<file path="src/rtl/multicycle_control.sv">
// Main control FSM for the multi-cycle RV32I core: sequences FETCH/DECODE/EXECUTE/MEM/WB,
// drives datapath selects, write strobes and the memory handshake, and counts retired instructions.
module multicycle_control #(
    parameter int unsigned RESET_STATE_FETCH = 1,
    parameter int unsigned INSTRET_W         = 32
) (
    input  logic                 clk,
    input  logic                 rst,
    input  logic [31:0]          instr,
    input  logic                 branch_taken,
    input  logic                 mem_ready,
    output logic                 mem_req,
    output logic                 mem_we,
    output logic                 mem_addr_sel,
    output logic                 ir_we,
    output logic [1:0]           aluop,
    output logic [1:0]           alu_a_sel,
    output logic [1:0]           alu_b_sel,
    output logic                 reg_we,
    output logic [1:0]           wb_sel,
    output logic                 pc_we,
    output logic                 pc_src,
    output logic                 illegal,
    output logic                 halted,
    output logic [INSTRET_W-1:0] instret
);

    if (RESET_STATE_FETCH != 1) begin : g_reset_state_check
        $error("RESET_STATE_FETCH must be 1");
    end

    typedef enum logic [2:0] {
        S_FETCH, S_DECODE, S_EXECUTE, S_MEM, S_WB, S_BRTGT, S_TRAP, S_HALT
    } state_e;

    typedef enum logic [3:0] {
        C_OP, C_OPIMM, C_LUI, C_AUIPC, C_JAL, C_JALR,
        C_BRANCH, C_LOAD, C_STORE, C_SYSTEM, C_ILLEGAL
    } class_e;

    state_e                 state_q, state_d;
    class_e                 class_q, class_d;
    logic                   taken_q, taken_d;
    logic                   illegal_q, illegal_d;
    logic                   halted_q, halted_d;
    logic [INSTRET_W-1:0]   instret_q, instret_d;
    logic                   retire;
    logic                   unused_instr;

    assign unused_instr = ^instr[31:7];

    function automatic class_e decode_class(input logic [6:0] op);
        case (op)
            7'b0110011: decode_class = C_OP;
            7'b0010011: decode_class = C_OPIMM;
            7'b0110111: decode_class = C_LUI;
            7'b0010111: decode_class = C_AUIPC;
            7'b1101111: decode_class = C_JAL;
            7'b1100111: decode_class = C_JALR;
            7'b1100011: decode_class = C_BRANCH;
            7'b0000011: decode_class = C_LOAD;
            7'b0100011: decode_class = C_STORE;
            7'b1110011: decode_class = C_SYSTEM;
            default:    decode_class = C_ILLEGAL;
        endcase
    endfunction

    always_comb begin
        state_d   = state_q;
        class_d   = class_q;
        taken_d   = taken_q;
        illegal_d = illegal_q;
        halted_d  = halted_q;
        retire    = 1'b0;
        case (state_q)
            S_FETCH:  if (mem_ready) state_d = S_DECODE;
            S_DECODE: begin
                class_d = decode_class(instr[6:0]);
                case (class_d)
                    C_ILLEGAL: begin state_d = S_TRAP; illegal_d = 1'b1; end
                    C_SYSTEM:  begin state_d = S_HALT; halted_d  = 1'b1; end
                    default:   state_d = S_EXECUTE;
                endcase
            end
            S_EXECUTE: begin
                taken_d = branch_taken;
                case (class_q)
                    C_OP, C_OPIMM, C_LUI, C_AUIPC, C_JAL, C_JALR: state_d = S_WB;
                    C_LOAD, C_STORE: state_d = S_MEM;
                    C_BRANCH:        state_d = S_BRTGT;
                    default: begin state_d = S_TRAP; illegal_d = 1'b1; end
                endcase
            end
            S_MEM: if (mem_ready) begin
                state_d = (class_q == C_STORE) ? S_FETCH : S_WB;
                retire  = (class_q == C_STORE);
            end
            S_WB, S_BRTGT: begin
                state_d = S_FETCH;
                retire  = 1'b1;
            end
            default: state_d = state_q;
        endcase
        instret_d = retire ? instret_q + 1'b1 : instret_q;
    end

    always_ff @(posedge clk) begin
        if (rst) begin
            state_q   <= S_FETCH;
            class_q   <= C_OP;
            taken_q   <= 1'b0;
            illegal_q <= 1'b0;
            halted_q  <= 1'b0;
            instret_q <= '0;
        end else begin
            state_q   <= state_d;
            class_q   <= class_d;
            taken_q   <= taken_d;
            illegal_q <= illegal_d;
            halted_q  <= halted_d;
            instret_q <= instret_d;
        end
    end

    // Outputs depend only on state/class (plus the handshake in FETCH/MEM); rst masks all of them.
    always_comb begin
        mem_req      = 1'b0;
        mem_we       = 1'b0;
        mem_addr_sel = 1'b0;
        ir_we        = 1'b0;
        aluop        = 2'b00;
        alu_a_sel    = 2'b00;
        alu_b_sel    = 2'b00;
        reg_we       = 1'b0;
        wb_sel       = 2'b00;
        pc_we        = 1'b0;
        pc_src       = 1'b0;
        case (state_q)
            S_FETCH: begin
                mem_req = 1'b1;
                ir_we   = mem_ready;
            end
            S_EXECUTE: case (class_q)
                C_OP:     aluop = 2'b10;
                C_OPIMM:  begin aluop = 2'b11; alu_b_sel = 2'b01; end
                C_LUI:    begin alu_a_sel = 2'b10; alu_b_sel = 2'b01; end
                C_AUIPC:  begin alu_a_sel = 2'b01; alu_b_sel = 2'b01; end
                C_LOAD, C_STORE: alu_b_sel = 2'b01;
                C_JAL:    begin alu_a_sel = 2'b01; alu_b_sel = 2'b01; pc_we = 1'b1; pc_src = 1'b1; end
                C_JALR:   begin alu_b_sel = 2'b01; pc_we = 1'b1; pc_src = 1'b1; end
                C_BRANCH: begin aluop = 2'b01; pc_we = 1'b1; end
                default:  ;
            endcase
            S_BRTGT: begin
                alu_a_sel = 2'b01;
                alu_b_sel = 2'b01;
                pc_we     = taken_q;
                pc_src    = taken_q;
            end
            S_MEM: begin
                mem_req      = 1'b1;
                mem_addr_sel = 1'b1;
                mem_we       = (class_q == C_STORE);
                pc_we        = mem_ready && (class_q == C_STORE);
            end
            S_WB: begin
                reg_we = 1'b1;
                if (class_q == C_LOAD) wb_sel = 2'b01;
                else if (class_q == C_JAL || class_q == C_JALR) wb_sel = 2'b10;
                pc_we = !(class_q == C_JAL || class_q == C_JALR);
            end
            default: ;
        endcase
        if (rst) begin
            mem_req      = 1'b0;
            mem_we       = 1'b0;
            mem_addr_sel = 1'b0;
            ir_we        = 1'b0;
            aluop        = 2'b00;
            alu_a_sel    = 2'b00;
            alu_b_sel    = 2'b00;
            reg_we       = 1'b0;
            wb_sel       = 2'b00;
            pc_we        = 1'b0;
            pc_src       = 1'b0;
        end
    end

    assign illegal = illegal_q;
    assign halted  = halted_q;
    assign instret = instret_q;

endmodule
</file>
<file path="config.mk">
export PLATFORM = sky130hd
export DESIGN_NAME = multicycle_control
export DESIGN_NICKNAME = d
export VERILOG_FILES = /design/src/rtl/multicycle_control.sv
export SDC_FILE = /design/constraint.sdc
export NUM_CORES = 1
export LEC_CHECK = 0
export BUFFER_PORTS_ARGS = -buffer_cell sky130_fd_sc_hd__buf_4
export CAP_MARGIN = 20
export CORE_ASPECT_RATIO = 1.2
export CORE_MARGIN = 3
export CORE_UTILIZATION = 54
export DETAILED_ROUTE_END_ITERATION = 6
export GPL_TIMING_DRIVEN = 1
export PLACE_DENSITY = 0.85
export SLEW_MARGIN = 20
export SYNTH_ARGS = -nofsm -noshare
export SYNTH_HDL_FRONTEND = slang
export SYNTH_SLANG_ARGS = --single-unit
</file>
<file path="constraint.sdc">
create_clock -name clk -period 5 [get_ports clk]
set_input_delay 0.5 -clock clk [delete_from_list [all_inputs] [get_ports clk]]
set_output_delay 0.5 -clock clk [all_outputs]
set_load 0.05 [all_outputs]
</file>
# Word-level counts from Yosys, hierarchy flattened
# Cells that the tools add are included.
# totals
register_bits	42
input_bits	36
wordCells	97
# classes
add_sub_neg	1
n_eq_ne	29
mux	42
reduce_logical	19
# op_table
cell	count
4-bit one-hot mux with 10 select lines	1
32-bit by 1-bit adder with 32-bit output (second input constant)	1
7-bit equality test (second input constant)	4
7-bit by 6-bit equality test with 1-bit output (second input constant)	3
1-bit two-way mux	18
4-bit by 3-bit equality test with 1-bit output (second input constant)	4
2-bit two-way mux	8
3-bit one-hot mux with 5 select lines	1
7-bit by 5-bit equality test with 1-bit output (second input constant)	2
4-bit equality test (second input constant)	3
2-bit OR reduction	5
3-bit two-way mux	3
3-bit one-hot mux with 3 select lines	1
9-bit OR reduction	1
4-bit by 2-bit equality test with 1-bit output (second input constant)	2
2-bit inequality test (second input constant)	4
1-bit one-hot mux with 2 select lines	4
2-bit one-hot mux with 2 select lines	2
7-bit by 2-bit equality test with 1-bit output (second input constant)	1
7-bit OR reduction	1
3-bit by 2-bit equality test with 1-bit output (second input constant)	2
3-bit equality test (second input constant)	2
2-bit one-hot mux with 3 select lines	1
3-bit one-hot mux with 2 select lines	1
15 further kinds	16

# Logic depth before layout (Yosys ltp)
# depth
depth_word	6
mapped_depth	7
depth_no_buf	5

# Worst setup path before layout
# OpenSTA, ideal clock, no wires.
# synth_path
path_type	flip-flop to output port
from	register state_q[2]
to	output alu_a_sel[1]
arrival_ns	2.575
required_ns	4.500
setup_slack_ns	1.925
stages_incl_launch_ff	6
path_buffers	1
path_cell_list	dfxtp_1 > buf_2 > nor2_1 > nand2_1 > or3_1 > nor4_1
# synth_between
elab_chain_cells	3
# synth_rtl
item	line_no	rtl
start, declared	41	state_e state_q, state_d;
start signal, assigned	116	state_q <= state_d;
3-bit equality test / 3-bit by 2-bit equality test with 1-bit output (equally long branches)	138	case (state_q)
2-bit one-hot mux with 2 select lines (*)	138	
2-bit two-way mux (*)	174	if (rst) begin
end, declared	17	output logic [1:0] alu_a_sel,
# Every way passes the cells marked *; elsewhere a longest branch is shown, timed or not.

# Final worst setup path
# layout_path
from	register state_q[1]
to	output alu_a_sel[1]
# Same word-level chain as after synthesis.

==> flow_metrics.env <==
export IMPL_run_status="completed"
export IMPL_min_to="taken_q"
export IMPL_ys_seq_area_share_pct=33.3
export IMPL_die_width_um=68.5
export IMPL_min_path_type="flip-flop to flip-flop"
export IMPL_diodes=0
export IMPL_critPathKind="flip-flop to output pin"
export IMPL_numCtsBuffers=5
export IMPL_synth_async_sr_flop_share_pct=0
export IMPL_r2r_end="instret[17]"
export IMPL_cap_viol_max_count=0
export IMPL_ys_ff_latch=42
export IMPL_ff2ff_path_depth=6
export IMPL_initial_core_util_pct=57.5
export IMPL_fin_crit_sh_pct=53.0
export IMPL_ys_flop_type="dfxtp_1"
export IMPL_die_area_um2=5540
export IMPL_finalSetupViolations=0
export IMPL_hpwl_um=4010
export IMPL_switchingPower_mw=0.395
export IMPL_rows=26
export IMPL_worst_pin_slew_ns=0.775
export IMPL_clk_latency_ns=0.29
export IMPL_avgViaCountPerCell=5.72
export IMPL_synth_top_area_share_pct=33.3
export IMPL_switching_share_pct=40.1
export IMPL_grt_usage_pct=21.6
export IMPL_ff2ff_setup_slack_ns=2.61
export IMPL_synth_area_leaders="dfxtp_1 (33%), xnor2_1 (10%), nor4_2 (7.4%)"
export IMPL_wirelength_um=5710
export IMPL_ys_types=48
export IMPL_syn_area_um2=2530
export IMPL_areaGrowthSynthToFinish_pct=19.9
export IMPL_critPathRequiredTime_ns=4.50
export IMPL_yosysMostFrequentCell="nor2_1"
export IMPL_wl_per_cell_um=14.1
export IMPL_cts_buffer_depth=2
export IMPL_leakage_nw=1.06
export IMPL_ios=85
export IMPL_antenna_left=0
export IMPL_pwr_share_seq_pct=42.5
export IMPL_drive_gt1_share_pct=25.5
export IMPL_maxSlewViolCount=0
export IMPL_firstDrtPassIters=4
export IMPL_io_buffers=58
export IMPL_finalClockSkew_ns=0.00618
export IMPL_synth_warnings=0
export IMPL_pre_cts_ws_ns=2.65
export IMPL_drc=0
export IMPL_clkPwrFrac_pct=22.6
export IMPL_cp_arrival_ns=2.15
export IMPL_grt_pass1_vias=2064
export IMPL_powerDensity_nw_per_um2=326
export IMPL_drt_initial_drc_count=140
export IMPL_power_frac_comb_pct=34.9
export IMPL_via_count=2315
export IMPL_path_max_fanout=18
export IMPL_grt_ovfl_total=0
export IMPL_timing_slew_headroom_pct=48.2
export IMPL_path_clk_slew_ns=0.08
export IMPL_syn_num_nets=345
export IMPL_cts_setup_buffers=0
export IMPL_worstHoldStart="taken_q"
export IMPL_ir_worst_vdd_mv=0.238
export IMPL_intPower_mw=0.591
export IMPL_synth_edff_count=0
export IMPL_start_kind="flip-flop"
export IMPL_grt_antenna_before_repair=0
export IMPL_grt_max_degree=52
export IMPL_setup_ws_ns=2.35
export IMPL_hold_buffers=0
export IMPL_fin_setup_tns_ns=0
export IMPL_die_h_um=80.9
export IMPL_cts_root_buffer="clkbuf_8"
export IMPL_hold_depth=2
export IMPL_synth_top_area_cell="dfxtp_1"
export IMPL_post_cts_resized=0
export IMPL_end_kind="output pin"
export IMPL_gp_congestion=0.810
export IMPL_r2r_start="state_q[1]"
export IMPL_core_area_um2=4390
export IMPL_fmax_mhz=377
export IMPL_synthTopCellsByCount="nor2_1 (47), dfxtp_1 (42), xnor2_1 (30)"
export IMPL_fin_crit_ns=2.65
export IMPL_clock_sinks=42
export IMPL_cts_max_level=2
export IMPL_syn_inst=308
export IMPL_cts_tree="yes"
export IMPL_nNetsFinal=385
export IMPL_grt_pass1_wl_um=9350
export IMPL_rsz0062_at_grt="no"
export IMPL_finalHoldViolCount=0
export IMPL_fillers=378
export IMPL_syn_area_per_cell_um2=8.21
-- metal layers --
layer	share of wire, %	wire (um)	global-route usage, %
met5	0	0	0
met4	1.2	70	6.76
met3	5.6	320	4.70
met2	50	2840	36.8
met1	43	2480	26.7
-- final cells by class --
class / count / area, um2 / share of cell area (%)
multi-input combinational: 236 / 1550 / 51.1
timing repair buffer: 59 / 463 / 15.3
clock inverter: 1 / 5.00 / 0.165
clock buffer: 7 / 86.3 / 2.85
tap: 56 / 70.1 / 2.31
inverter: 4 / 15.0 / 0.496
sequential: 42 / 841 / 27.8
-- stage by stage --
stage	hold slack [ns]	cells	cell area (um2)	power (mW)	util (%)
floorplan	0.445	308	2530	0.688	-
global placement	0.463	396	2910	0.739	66.3
detailed placement	0.467	397	2940	0.769	66.9
CTS	0.480	405	3030	0.991	69.0
global route	0.502	405	3030	1.04	69.0
finish	0.473	405	3030	0.987	69.0
-- state kept, by name, summed over array words and instances, names as in the netlist --
register / flops
instret: 32
class_q: 4
state_q: 3
halted: 1
illegal: 1
taken_q: 1
-- power groups by stage --
| stage | Clock [mW] | Sequential, mW | Combinational (mW) |
|---|---|---|---|
| final | 0.223 | 0.419 | 0.344 |
| after global routing | 0.238 | 0.429 | 0.374 |
| after CTS | 0.228 | 0.417 | 0.345 |
| after detailed placement | 0 | 0.426 | 0.343 |
| after global placement | 0 | 0.423 | 0.316 |
| after floorplan | 0 | 0.406 | 0.282 |
-- critical path, cell delays in order (launching register included) --
cell	delay, ns
dfxtp_1	0.71
nand2_1	0.27
or3_1	0.41
nor4_1	0.21
buf_4	0.25
-- cells in the final DEF (no fill, tap or decap), types with 4 or more instances in the layout --
master / n
clkbuf_8: 6
buf_4: 58
and4_1: 5
nand3_1: 10
inv_1: 4
nor2b_1: 4
xnor2_1: 30
nand4_1: 8
o21ai_0: 8
dfxtp_1: 42
nor3_1: 15
nand2b_1: 6
a21oi_1: 14
nand2_1: 25
nor2_1: 47
nor4_2: 15
or3_1: 6
-- how the worst max path moves through the flow --
stage / start / to / slack, ns / depth (start not counted)
final: state_q[1] / alu_a_sel[1] / 2.35 / 4
after global routing: state_q[1] / alu_a_sel[1] / 2.19 / 4
after CTS: state_q[1] / alu_a_sel[1] / 2.37 / 4
after detailed placement: class_q[1] / instret[9] / 2.65 / 6
after global placement: state_q[1] / instret[10] / 2.54 / 5
after floorplan: state_q[2] / alu_a_sel[1] / 1.93 / 5
-- cells by family (layout without fill, tap and decap cells) --
group,Yosys count,in the layout,synth area share (%)
simple gates,162,162,38.6
flops,42,42,33.3
compound gates,38,38,10.2
xor+xnor,32,32,11.1
buf+inv,30,71,5.45
mux,2,2,0.792
fa+ha+maj,1,1,0.495
other cells,1,1,0.148
Power figures use the tool's default switching activity.
